## src/rtl/mips_pkg.sv

```systemverilog
`default_nettype none
// ============================================================================
// Module      : mips_pkg
// Description : Shared constants, types and helpers for the fetch stage.
// Revision    : 1.0 - initial release
// ============================================================================
package mips_pkg;

    localparam logic [31:0] NOP_INSTR    = 32'h0000_0000;
    localparam logic [31:0] RESET_VECTOR = 32'h0000_0000;

    // One prefetched instruction together with the PC+4 decode needs for it.
    typedef struct packed {
        logic [31:0] instr;
        logic [31:0] pc_plus4;
    } fetch_entry_t;

    // Instruction addresses are word aligned; the low two bits are dropped.
    function automatic logic [31:0] word_align(input logic [31:0] addr);
        return addr & 32'hFFFF_FFFC;
    endfunction

endpackage
`default_nettype wire

```

## src/rtl/fetch_fifo.sv

```systemverilog
`default_nettype none
// ============================================================================
// Module      : fetch_fifo
// Description : Synchronous prefetch FIFO with registered storage and no
//               write-to-read bypass. clr has priority over push and pop.
// Revision    : 1.0 - initial release
// Ports       : clk       in   clock, rising edge
//               rst       in   asynchronous reset, active-low
//               push      in   write push_data this cycle
//               push_data in   entry to write
//               pop       in   remove head (ignored when empty)
//               clr       in   empty the FIFO, overriding push/pop
//               count     out  number of stored entries
//               head      out  oldest entry (undefined when empty)
//               empty     out  no entries stored
// ============================================================================
module fetch_fifo
    import mips_pkg::*;
#(
    parameter int  DEPTH = 4,
    parameter type T     = fetch_entry_t
) (
    input  logic                       clk,
    input  logic                       rst,
    input  logic                       push,
    input  T                           push_data,
    input  logic                       pop,
    input  logic                       clr,
    output logic [$clog2(DEPTH+1)-1:0] count,
    output T                           head,
    output logic                       empty
);

    localparam int PTR_W = $clog2(DEPTH);
    localparam int CNT_W = $clog2(DEPTH + 1);

    T                 mem [DEPTH];
    logic [PTR_W-1:0] rd_ptr;
    logic [PTR_W-1:0] wr_ptr;
    logic             full;
    logic             do_push;
    logic             do_pop;

    assign empty   = (count == '0);
    assign full    = (count == CNT_W'(DEPTH));
    assign do_pop  = pop && !empty;
    // A push into a full FIFO is only accepted when the head leaves the same cycle.
    assign do_push = push && (!full || do_pop);
    assign head    = mem[rd_ptr];

    always_ff @(posedge clk or negedge rst) begin
        if (!rst) begin
            rd_ptr <= '0;
            wr_ptr <= '0;
            count  <= '0;
        end else if (clr) begin
            rd_ptr <= '0;
            wr_ptr <= '0;
            count  <= '0;
        end else begin
            if (do_push) wr_ptr <= wr_ptr + 1'b1;
            if (do_pop)  rd_ptr <= rd_ptr + 1'b1;
            case ({do_push, do_pop})
                2'b10:   count <= count + 1'b1;
                2'b01:   count <= count - 1'b1;
                default: count <= count;
            endcase
        end
    end

    // Storage needs no reset: entries are only observed while counted valid.
    always_ff @(posedge clk) begin
        if (do_push && !clr) mem[wr_ptr] <= push_data;
    end

    // Issue credit in the parent must make this unreachable.
    a_no_overflow: assert property (@(posedge clk) disable iff (!rst)
        !(push && full && !pop && !clr));

endmodule
`default_nettype wire

```

## src/rtl/fetch_unit.sv

```systemverilog
`default_nettype none
// ============================================================================
// Module      : fetch_unit
// Description : Instruction-fetch stage. Owns the PC, issues word reads over a
//               req/gnt imem port with in-order variable-latency responses, and
//               buffers fetched words in a prefetch FIFO presented to decode.
//               Redirects flush the FIFO and discard in-flight responses.
// Revision    : 1.0 - initial release
// Ports       : clk          in   clock, rising edge
//               rst          in   asynchronous reset, active-low
//               stall_d      in   decode stalled, no pop this cycle
//               redirect     in   jump / j_src / taken branch from decode
//               redirect_pc  in   redirect target (bits [1:0] ignored)
//               imem_req     out  read request valid
//               imem_addr    out  word address of the request
//               imem_gnt     in   request accepted this cycle
//               imem_rvalid  in   response valid (in order)
//               imem_rdata   in   response data
//               instr        out  FIFO head instruction or NOP when empty
//               pc_plus4     out  FIFO head PC+4, zero when empty
//               fetch_valid  out  FIFO non-empty
// ============================================================================
module fetch_unit
    import mips_pkg::*;
#(
    parameter logic [31:0] RESET_PC   = RESET_VECTOR,
    parameter int          FIFO_DEPTH = 4
) (
    input  logic        clk,
    input  logic        rst,
    input  logic        stall_d,
    input  logic        redirect,
    input  logic [31:0] redirect_pc,
    output logic        imem_req,
    output logic [31:0] imem_addr,
    input  logic        imem_gnt,
    input  logic        imem_rvalid,
    input  logic [31:0] imem_rdata,
    output logic [31:0] instr,
    output logic [31:0] pc_plus4,
    output logic        fetch_valid
);

    localparam int               CNT_W   = $clog2(FIFO_DEPTH + 1);
    localparam logic [CNT_W:0]   DEPTH_C = FIFO_DEPTH[CNT_W:0];

    logic [31:0]      fetch_pc;
    logic [31:0]      resp_pc;
    logic [31:0]      target_pc;
    logic [CNT_W-1:0] outstanding;
    logic [CNT_W-1:0] discard;
    logic [CNT_W-1:0] fifo_count;
    logic [CNT_W-1:0] in_flight_after_rsp;
    logic [CNT_W:0]   credit_used;
    logic             grant;
    logic             accept;
    logic             fifo_empty;
    fetch_entry_t     push_entry;
    fetch_entry_t     head;

    // Every buffered word and every in-flight request holds a FIFO slot, so a
    // response always finds room even when decode is stalled.
    assign credit_used = {1'b0, fifo_count} + {1'b0, outstanding};
    // Gating with rst keeps the request low while reset is asserted.
    assign imem_req    = rst && !redirect && (credit_used < DEPTH_C);
    assign imem_addr   = fetch_pc;
    assign grant       = imem_req && imem_gnt;

    // Responses to requests issued before a redirect are dropped until the
    // discard counter drains.
    assign accept      = imem_rvalid && (discard == '0);
    assign push_entry  = '{instr: imem_rdata, pc_plus4: resp_pc + 32'd4};
    assign target_pc   = word_align(redirect_pc);

    assign in_flight_after_rsp = outstanding - CNT_W'(imem_rvalid);

    fetch_fifo #(
        .DEPTH (FIFO_DEPTH),
        .T     (fetch_entry_t)
    ) u_fifo (
        .clk       (clk),
        .rst       (rst),
        .push      (accept),
        .push_data (push_entry),
        .pop       (!stall_d),
        .clr       (redirect),
        .count     (fifo_count),
        .head      (head),
        .empty     (fifo_empty)
    );

    always_ff @(posedge clk or negedge rst) begin
        if (!rst) begin
            fetch_pc    <= RESET_PC;
            resp_pc     <= RESET_PC;
            outstanding <= '0;
            discard     <= '0;
        end else if (redirect) begin
            // No grant is possible this cycle; everything still in flight,
            // less a response arriving now, is stale.
            fetch_pc    <= target_pc;
            resp_pc     <= target_pc;
            outstanding <= in_flight_after_rsp;
            discard     <= in_flight_after_rsp;
        end else begin
            if (grant)  fetch_pc <= fetch_pc + 32'd4;
            if (accept) resp_pc  <= resp_pc + 32'd4;
            outstanding <= in_flight_after_rsp + CNT_W'(grant);
            if (imem_rvalid && (discard != '0)) discard <= discard - 1'b1;
        end
    end

    assign fetch_valid = !fifo_empty;
    assign instr       = fifo_empty ? NOP_INSTR : head.instr;
    assign pc_plus4    = fifo_empty ? 32'h0     : head.pc_plus4;

endmodule
`default_nettype wire

```

## config.mk

```make
export PLATFORM = sky130hd
export DESIGN_NAME = fetch_unit
export DESIGN_NICKNAME = d
export VERILOG_FILES = /design/src/rtl/mips_pkg.sv /design/src/rtl/fetch_fifo.sv /design/src/rtl/fetch_unit.sv
export SDC_FILE = /design/constraint.sdc
export NUM_CORES = 1
export LEC_CHECK = 0
export CAP_MARGIN = 20
export CORE_MARGIN = 10
export CORE_UTILIZATION = 45
export DETAILED_ROUTE_END_ITERATION = 10
export PLACE_DENSITY = 0.77
export SLEW_MARGIN = 20
export SYNTH_ARGS = -nofsm -noshare
export SYNTH_HDL_FRONTEND = slang
export SYNTH_SLANG_ARGS = --single-unit
export TNS_END_PERCENT = 50
```

## constraint.sdc

```tcl
create_clock -name clk -period 3.9 [get_ports clk]
set_clock_uncertainty 0.15 [all_clocks]
set_input_delay 0.39 -clock clk [delete_from_list [all_inputs] [get_ports clk]]
set_output_delay 0.39 -clock clk [all_outputs]
set_load 0.02 [all_outputs]
```

==> run_results.csv <==
group,metric,value,unit
sta,layout_min_cycle_time,3.372,ns
placement,numPortBuffers,161,
placement,dpl.hpwl,20.31,mm
sta,period_share,86.46,%
cells_and_area,area_delta_synth_final,22.96,%
clock_tree,numClockSinks,321,
global_routing,grt_usage,16.27,%
global_routing,grt_antenna_before_repair,0,
pwr,p_sw_share,24.41,%
sta,layout_setup_ws,0.5280,ns
synthesis,synth_ff_type,"edfxtp_1",
drt,drcViolationCount,0,
drt,drt-initial-drc-count,495,
drt,vias,8568,
global_routing,grt_pass1_wl,50.54,mm
setup_path,r2r-start,"u_fifo.count[1]",
drt,ant_nets,0,
setup_path,worstSetupEndpointType,"output port",
die,fp.dieH,197.5,microns
cells_and_area,final_common_cell,"edfxtp_1",
synthesis,synthArstFlopShare,22.74,%
placement,dpl_cell_area,16270,sq um
setup_path,worstPathArrival,2.83,ns
setup_path,r2r-end,"imem_addr[6]",
drt,routed_wl,31.75,mm
clock_tree,cts_tree,"built",
pwr,power.share.combinational,14.4,%
sta,hold_viol,28,
die,start_util,45.96,%
sta,fmax,296.6,MHz
sta,rsz0062_at_grt,"no",
clock_tree,cts_max_path_buffers,3,
sta,setup_viol,0,
drt,wl_per_cell,20.67,microns
pwr,p_int,6520,uW
sta,final_max_slew_viol_count,0,
synthesis,synth_seq_cells,321,
sta,tns,0,ns
drt,routed_via_density,5.578,
clock_tree,cts-root-buf,"clkbuf_16",
sta,slew_headroom,36.96,%
clock_tree,numCtsBuffers,35,
clock_tree,cts.clk_slew.worst_paths,0.06,ns
global_routing,grt_pass1_vias,8886,
synthesis,synth_area_per_cell,14.79,sq um
placement,gp_congestion,0.8490,
sta,tightest_slew,0.9456,ns
cells_and_area,final_cell_mix,"edfxtp_1 (248), clkdlybuf4s50_1 (159), dfrtp_1 (71)",
setup_path,crit_end,"instr[11]",
setup_path,ff2ff_path_depth,8,
sta,holdWs,-0.03413,ns
cells_and_area,diodes,0,
die,num_io_pins,168,
run_status,status,"complete, but fails checks",
setup_path,startpoint,"u_fifo.rd_ptr[0]",
cells_and_area,fill_cells,2428,
cells_and_area,drive_above_1_share,13.68,%
pwr,pwr_density_cell,495.1,nW/um^2
setup_path,crit_fanout,27,
clock_tree,htree_levels,2,
die,core_region_area,30830,sq um
die,die-area,38990,sq um
global_routing,grt.overflow.total,0,
clock_tree,clkLatencyLatePin,0.50,ns
pwr,ir_worst_vdd,0.2725,mV
synthesis,ys_seq_area_share,65.45,%
synthesis,yosysUniqueCellTypes,55,
clock_tree,cts_resized,0,
setup_path,r2r_slack,1.00,ns
clock_tree,post_cts.repair.setup_buffers,0,
pwr,pwr-share-clk,38.5,%
synthesis,syn_inst,958,
run_status,failed_checks,"hold timing",
drt,firstDrtPassIters,6,
global_routing,grt_start_max_net_pins,74,
pwr,netSwitchingPower,2106,uW
synthesis,synth_edf_count,248,
cells_and_area,nets,1204,
synthesis,syn_area,14170,sq um
clock_tree,hold_buffers,0,
setup_path,worstSetupPathType,"register to output port",
pwr,leakagePower,0.005795,uW
job,drv_cap,0,
setup_path,cp-start-kind,"register",
hold_path,hold_path_class,"primary input to asynchronous set/reset pin",
placement,preCtsSetupSlack,1.007,ns
synthesis,yosysWarnings,0,
cells_and_area,stdcell_area,17420,sq um
die,die_x,197.5,microns
setup_path,required,3.36,ns
die,row_count,64,
pwr,power_frac_seq,47.2,%
## routing by layer
layer,vias up,share of wire (%),wire length (microns),GRT usage [%]
met1,4265,44,13920,22.28
met3,36,7.8,2470,3.799
met4,0,1.5,462,3.674
met2,330,47,14900,25.93
met5,-,0,0,0
li1,3937,-,-,-
## worst max-delay path, stage by stage (launching register included)
cell and delay (ns):
dfrtp_4 0.73, buf_12 0.31, mux4_2 0.54, nor2b_1 0.16
clkdlybuf4s50_1 0.56
## stage by stage
step,hold WS (ns),std cells,util [%],total power (uW)
global route,0.06544,1536,56.51,8978
finish,-0.03413,1536,56.51,8626
CTS,0.01272,1535,56.50,8718
detailed placement,0.4143,1477,52.78,5389
global placement,0.4021,1477,52.78,5349
floorplan,-0.05559,961,-,4845
## power groups by stage
stage / logic [uW] / registers [uW] / clock network, uW
floorplan: 742 / 4100 / 0
global placement: 1230 / 4120 / 0
detailed placement: 1260 / 4130 / 0
CTS: 1260 / 4070 / 3390
global route: 1360 / 4090 / 3520
finish: 1240 / 4070 / 3320
## sequential cells by signal, summed over array words and instances, names as in the netlist
| name | cells |
|---|---|
| imem_addr | 30 |
| resp_pc | 30 |
| u_fifo.count | 3 |
| outstanding | 3 |
| u_fifo.wr_ptr | 2 |
| u_fifo.rd_ptr | 2 |
| u_fifo.mem | 248 |
| discard | 3 |
## worst min path at each step
stage | endpoint | cells after the start
floorplan | discard[0] | 0
global placement | discard[1] | 2
detailed placement | imem_addr[19] | 2
CTS | imem_addr[31] | 2
global route | imem_addr[25] | 2
finish | imem_addr[31] | 2
## final cells by class
class	instances	area, sq um	area share, %
Sequential cell	321	9279	53.26
Multi-Input combinational cell	560	4577	26.27
Timing Repair Buffer	181	1849	10.61
Clock buffer	44	952.2	5.465
Tap cell	396	495.5	2.844
Clock inverter	14	195.2	1.120
Inverter	20	75.07	0.4309
## kinds of logic after synthesis
group           synth area share, %
compound gates                4.044
xor+xnor                      4.203
fa+ha+maj                     1.378
buf+inv                       2.402
flops                         65.45
mux                           10.88
other cells                 0.02646
simple gates                  11.62
## Yosys cell counts, drive strengths merged (13+ instances only)
master | instances | area [sq um]
inv | 19 | 71.32
xnor2 | 40 | 350.3
ha | 14 | 175.2
nor3 | 14 | 70.07
o21ai | 39 | 195.2
edfxtp | 248 | 7447
o211ai | 13 | 97.59
nand3 | 38 | 195.2
dfrtp | 73 | 1827
nor2b | 64 | 400.4
clkbuf | 41 | 158.9
xor2 | 28 | 245.2
nand4 | 31 | 193.9
nand2 | 64 | 240.2
mux4 | 62 | 1396
buf | 19 | 106.4
nor2 | 43 | 161.4
Note: power is estimated with default switching activity, not from simulation.
